$ cat config.mk
export PLATFORM = sky130hd
export DESIGN_NAME = truth_table_sweeper
export DESIGN_NICKNAME = d
export VERILOG_FILES = /design/src/rtl/truth_table_pkg.sv /design/src/rtl/truth_table_sweeper_hold_timer.sv /design/src/rtl/truth_table_sweeper.sv
export SDC_FILE = /design/constraint.sdc
export NUM_CORES = 1
export LEC_CHECK = 0
export ABC_AREA = 1
export CAP_MARGIN = 20
export CORE_MARGIN = 2
export CORE_UTILIZATION = 54
export DETAILED_ROUTE_END_ITERATION = 8
export PLACE_DENSITY_LB_ADDON = 0.08
export SYNTH_ARGS = -nofsm -noshare
export SYNTH_HDL_FRONTEND = slang
export SYNTH_SLANG_ARGS = --single-unit
$ cat constraint.sdc
create_clock -name clk -period 2.25 [get_ports clk]
set_clock_uncertainty 0.15 [all_clocks]
set_input_delay 0.675 -clock clk [delete_from_list [all_inputs] [get_ports clk]]
set_output_delay 0.675 -clock clk [all_outputs]
set_load 0.02 [all_outputs]
$ cat src/rtl/truth_table_pkg.sv
// Shared types and defaults for the truth-table sweeper.
// State encoding and default parameter values used by the top and the bench.
package truth_table_pkg;

   localparam int unsigned N_IN_DEF        = 4;
   localparam int unsigned HOLD_CYCLES_DEF = 2;

   typedef enum logic [1:0] {
      ST_IDLE = 2'd0,
      ST_RUN  = 2'd1,
      ST_DONE = 2'd2
   } state_t;

endpackage

$ cat src/rtl/truth_table_sweeper_hold_timer.sv
// Modulo-HOLD_CYCLES counter; wrap_c marks the last cycle of each hold window.
module hold_timer #(
   parameter int unsigned HOLD_CYCLES = 2
) (
   input  logic clk,
   input  logic rst_n,
   input  logic clr,
   output logic wrap_c
);

   localparam int unsigned CNT_W = (HOLD_CYCLES > 1) ? $clog2(HOLD_CYCLES) : 1;
   localparam logic [CNT_W-1:0] CNT_LAST = CNT_W'(HOLD_CYCLES - 1);

   logic [CNT_W-1:0] cnt_q;

   assign wrap_c = (cnt_q == CNT_LAST);

   always_ff @(posedge clk) begin
      if (!rst_n) begin
         cnt_q <= '0;
      end else if (clr || wrap_c) begin
         cnt_q <= '0;
      end else begin
         cnt_q <= cnt_q + CNT_W'(1);
      end
   end

endmodule

$ cat src/rtl/truth_table_sweeper.sv
// Exhaustive input sweeper: walks vec through all 2^N_IN codes and captures
// the function response into a truth table with a running minterm count.
module truth_table_sweeper
   import truth_table_pkg::*;
#(
   parameter int unsigned N_IN        = N_IN_DEF,
   parameter int unsigned HOLD_CYCLES = HOLD_CYCLES_DEF
) (
   input  logic                  clk,
   input  logic                  rst_n,
   input  logic                  start,
   input  logic                  f_in,
   output logic [N_IN-1:0]       vec,
   output logic                  busy,
   output logic                  done,
   output logic [(1<<N_IN)-1:0]  tt,
   output logic [N_IN:0]         ones_count
);

   localparam int unsigned N_VEC = 1 << N_IN;
   localparam logic [N_IN-1:0] LAST_IDX = N_IN'(N_VEC - 1);

   state_t            state_q, state_d;
   logic [N_IN-1:0]   idx_q, idx_d;
   logic [N_VEC-1:0]  tt_d;
   logic [N_IN:0]     ones_d;
   logic              busy_d, done_d;
   logic              hold_clr_c;
   logic              wrap_c;

   // Timer only runs inside a sweep, so every sweep starts with a fresh window.
   assign hold_clr_c = (state_q != ST_RUN);

   hold_timer #(.HOLD_CYCLES(HOLD_CYCLES)) u_hold_timer (
      .clk    (clk),
      .rst_n  (rst_n),
      .clr    (hold_clr_c),
      .wrap_c (wrap_c)
   );

   assign vec = idx_q;

   always_ff @(posedge clk) begin
      if (!rst_n) begin
         state_q    <= ST_IDLE;
         idx_q      <= '0;
         tt         <= '0;
         ones_count <= '0;
         busy       <= 1'b0;
         done       <= 1'b0;
      end else begin
         state_q    <= state_d;
         idx_q      <= idx_d;
         tt         <= tt_d;
         ones_count <= ones_d;
         busy       <= busy_d;
         done       <= done_d;
      end
   end

   always_comb begin
      state_d = state_q;
      idx_d   = idx_q;
      tt_d    = tt;
      ones_d  = ones_count;
      busy_d  = busy;
      done_d  = done;

      case (state_q)
         ST_IDLE, ST_DONE: begin
            if (start) begin
               state_d = ST_RUN;
               idx_d   = '0;
               tt_d    = '0;
               ones_d  = '0;
               busy_d  = 1'b1;
               done_d  = 1'b0;
            end
         end
         ST_RUN: begin
            // Sample on the final edge of the window, then advance or finish.
            if (wrap_c) begin
               tt_d[idx_q] = f_in;
               ones_d      = ones_count + (N_IN+1)'(f_in);
               if (idx_q == LAST_IDX) begin
                  state_d = ST_DONE;
                  busy_d  = 1'b0;
                  done_d  = 1'b1;
               end else begin
                  idx_d = idx_q + N_IN'(1);
               end
            end
         end
         default: begin
            state_d = ST_IDLE;
            busy_d  = 1'b0;
            done_d  = 1'b0;
         end
      endcase
   end

endmodule

## After elaboration in Yosys (flattened, before gate mapping)

Index checks and enable logic that the tools add are counted.

| word-level totals | value |
|---|---|
| register bits after elaboration | 30 |
| memories | 0 |
| logic and storage cells | 55 |
| output and inout bits | 27 |
| latch bits | 0 |
| bits in writable memories | 0 |
| input port bits | 4 |
| memory bits (read-only) | 0 |

| cells by class | value |
|---|---|
| shift operators | 0 |
| div/mod/pow operators | 0 |
| muxes and demuxes | 25 |
| reduce and logical (&&, ||, !) cells | 9 |
| bitwise gates (word level) | 1 |
| $mul | 0 |
| add/subtract/negate cells | 3 |
| equality and inequality tests | 8 |
| $lt $le $gt $ge | 2 |

Operators with widths:

| operator | count |
|---|---|
| two-way mux 16 bit | 2 |
| one-hot mux 16 bit (2 select lines) | 1 |
| bitwise mux 16 bit | 1 |
| two-way mux 4 bit | 3 |
| two-way mux 5 bit | 2 |
| one-hot mux 5 bit (2 select lines) | 1 |
| one-hot mux 4 bit (2 select lines) | 1 |
| two-way mux 1 bit | 7 |
| two-way mux 2 bit | 3 |
| != test 2 bit (second input constant) | 3 |
| AND reduction 3 bit | 2 |
| adder 5 x 1 -> 5 bit | 1 |
| less-than comparator 4 x 5 -> 1 bit (second input constant) | 1 |
| adder 4 x 1 -> 4 bit (second input constant) | 1 |
| demux 1 bit (select 4 bit) | 1 |
| == test 4 bit (second input constant) | 1 |
| greater-or-equal comparator 4 x 1 -> 1 bit (second input constant) | 1 |
| != test 2 x 1 -> 1 bit (second input constant) | 2 |
| one-hot mux 1 bit (2 select lines) | 2 |
| one-hot mux 2 bit (2 select lines) | 1 |
| AND reduction 4 bit | 1 |
| OR reduction 2 bit | 2 |
| == test 2 x 1 -> 1 bit (second input constant) | 1 |
| == test 2 bit (second input constant) | 1 |
| 6 further kinds | 6 |

## Longest topological paths before layout

| logic depth | value |
|---|---|
| word-level depth | 7 |
| mapped depth | 9 |
| mapped depth without buffers | 9 |

## Cells and area by module

Synthesis repeated with hierarchy kept, for this count alone.

| unflattened totals | value |
|---|---|
| cells, all modules | 215 |
| area total of the unflattened synthesis | 1470.2 µm² |

Modules (own cells, without submodules):

| module | sequential area each (µm²) | instances | cells each | area each (µm²) |
|---|---|---|---|---|
| truth_table_sweeper | 540.5 | 1 | 211 | 1436.4 |
| hold_timer | 20.0 | 1 | 4 | 33.8 |

## Least setup slack after synthesis

Ideal clock, no wire load.

| path | value |
|---|---|
| kind | reg-to-reg |
| start | register idx_q[0], in the netlist vec[0] |
| end | register idx_q[1], in the netlist vec[1] |
| data arrival time | 1346 ps |
| path slack | 641 ps |
| required time | 1987 ps |
| path buffers | 0 |
| cell stages (with the launch flop) | 9 |
| period minus slack after synthesis | 1609 ps |
| library setup time | 113 ps |
| cells stage by stage | dfxtp_1 -> ha_1 -> nand3_1 -> nand2_1 -> nand2_1 -> nand2_1 -> nand2_1 -> nand2_1 -> nor2_1 |

| between the ends | value |
|---|---|
| word-level cells in the longest chain between the ends | 4 |
| elaborated cells between the ends (all ways) | 7 |
| those cells by class | add/sub: 1; eq/ne: 2; mux: 3; reduce/logical: 1 |

Ends and longest elaborated chain:

| what | line | text |
|---|---|---|
| start, declared | truth_table_sweeper.sv:24 | `logic [N_IN-1:0] idx_q, idx_d;` |
| start signal, assigned | truth_table_sweeper.sv:53 | `idx_q <= idx_d;` |
| adder 4 x 1 -> 4 bit | truth_table_sweeper.sv:90 | `idx_d = idx_q + N_IN'(1);` |
| two-way mux 4 bit | truth_table_sweeper.sv:85 | `if (idx_q == LAST_IDX) begin` |
| two-way mux 4 bit | truth_table_sweeper.sv:82 | `if (wrap_c) begin` |
| one-hot mux 4 bit (2 select lines) | truth_table_sweeper.sv:69 | `case (state_q)` |

Several ways; a longest one is shown, not always the timed one. The select of a mux whose other input is x is not followed.
A chain may end at the register's enable or synchronous reset.

## Final worst setup path

| path | value |
|---|---|
| start | register ones_count[2] |
| end | output ones_count[2] |

RTL lines:

| what | line | text |
|---|---|---|
| start, declared | truth_table_sweeper.sv:17 | `output logic [N_IN:0] ones_count` |
| start signal, assigned | truth_table_sweeper.sv:55 | `ones_count <= ones_d;` |

No word-level cell between the ends.

==> metrics <==
post-DP HPWL ~2300 um; type of the worst min-delay path reg -> reg; f_max 460 MHz; post-CTS setup repair buffer count 0; CP Launch Type flip-flop; largest net degree at the start of global routing 27; RSZ-0062 raised after global routing no; data required time at the worst endpoint between 1000 and 1500 ps; Hold Fails Final Rpt 0; DR pass1 iterations 4; highest metal used met4; DRT iter0 DRCs 55; crit path kind reg -> out; Clock transition at path regs 80 ps; # diodes 0; final wirelength approximately 3300 um; initial core utilization 0.558; Worst Max-Slew Pin Slew around 640 ps; vias between 1000 and 1500; Top Ports 31; share of layout cells above drive strength 1 0.0977; gr ovfl total 0; Final TNS setup 0 ps; max cap viols 0; net count after synthesis 230; DR DRC count 0; slowest cell delay on critical path 630 ps; Leak 0.786 nW; Tmin final 2170 ps; Max IR drop VDD 0.782 mV; crit-path max FO 5; CP bufs+invs 1; worst reg-to-reg setup slack 550 ps; Met3 Routed Length 189 um; port bufs 30; Antenna Nets Post-Route 0; Hold-fix buffers, CTS 0; Synth Instances 220; final setup vio count 0; Clock Path Buffers 2; mean routed wirelength per cell 11.4 um; initial antenna violation count 0; number of global-route vias before repair 1316; Die H 56.7 um; first-pass GRT wire length 5570 um; Largest delay share family, worst path buffers and inverters; Cell Chain, Critical Path clkdlybuf4s50_1; die width 56.7 um; Synth Cell Area 1500 um^2; nets@finish 266; most frequent cells in the layout nand2_1 (80), dfxtp_1 (29), clkdlybuf4s50_1 (28); final instance area ~1900 um^2; full die area 3210 um^2; Syn. warnings 0; CTS tree yes; Mean Syn Cell Area 6.81 um^2; # fillers ~250; num rows 19; met2 wire length around 1500 um; Layout area overhead 26.6%; power density cells 940 nW/um^2; Power Total 0.00178 W; Yosys reg bits 29; M1 WL 1510 um; GRT Util Overall 0.217; max_slew headroom 0.572; fin crit share 0.966; status finished, final reports clean; clock root buffer clkbuf_4; Seq/Total Area, Yosys 0.388; Post-DP Area approximately 1800 um^2; Slew Viols, Final 0; CP max stage cell clkdlybuf4s50_1; distinct cell type count after synthesis 21; via/cell ratio 5.20; most common cell after layout, fill and taps aside nand2_1; CP Data Arrival Time around 1400 ps; CORE AREA 2690 um^2; H-tree depth 2; total CTS buffers 5; gpl congestion 0.832; latest clock arrival within the worst-skew pair 320 ps; Critical Path Sink Type output port; clk sinks 29
[cells in the mapped netlist (all sizes together)]
library cell / number / area share
a21boi: 1 / 0.0050
a21oi: 24 / 0.080
inv: 17 / 0.043
and3: 1 / 0.0042
nand3b: 1 / 0.0050
ha: 6 / 0.050
nor2: 12 / 0.035
a31oi: 1 / 0.0042
dfxtp: 29 / 0.39
or2: 9 / 0.038
nand2: 80 / 0.20
buf: 8 / 0.033
o21ai: 3 / 0.018
nand4: 4 / 0.017
nand3: 24 / 0.080
[path summary, 6_finish.rpt]
check                 from            end  cells past startpoint
max          ones_count[2]  ones_count[2]                      1
min                  tt[9]          tt[9]                      2
max reg2reg         vec[0]     state_q[0]                      6
min reg2reg          tt[9]          tt[9]                      2
[kinds of logic after synthesis]
logic type,share of synthesized area
compound gates,0.107
flops,0.388
buf+inv,0.0760
fa+ha+maj,0.0501
simple gates,0.379
[registers in the layout, indices dropped and copies added (netlist names)]
name	cells
tt	16
state_q	2
ones_count	5
done	1
u_hold_timer.wrap_c	1
vec	4
[per-layer routing]
layer  up-vias  GRT usage
met5         -          0
met4         0     0.0986
met3         7     0.0415
met2        40      0.359
met1       666      0.272
li1        778          -
[layout make-up]
| cell class | count | area [um^2] | area share |
|---|---|---|---|
| multi-input cells | 166 | 803 | 0.424 |
| flip-flops and latches | 29 | 581 | 0.306 |
| repair buffers | 37 | 354 | 0.187 |
| inverters | 17 | 63.8 | 0.0337 |
| clock buffers | 7 | 55.1 | 0.0290 |
| well taps | 31 | 38.8 | 0.0205 |
[power by group]
group	total (W)	internal, W	switching [W]	leakage, nW
combinational	0.000851	0.000298	0.000553	0.519
sequential	0.000614	0.000564	0.0000502	0.235
clock	0.000316	0.000147	0.000169	0.0314
total	0.00178	0.00101	0.000772	0.786
[timing repair]
item                       4_1_cts  5_1_grt
setup endpoints to repair        1        1
hold endpoints to repair         0        0
resized for setup                1        1
pin swaps                        0        0
[per-stage QoR]
step                std cells   util  hold WS (ps)  worst slack (ps)
floorplan                 220      -           341               641
global placement          280  0.685           297              66.5
detailed placement        280  0.685           299              31.0
CTS                       287  0.705           312              20.5
global route              287  0.706           331              42.9
finish                    287  0.706           309              76.4
(Power assumes the default switching activity.)
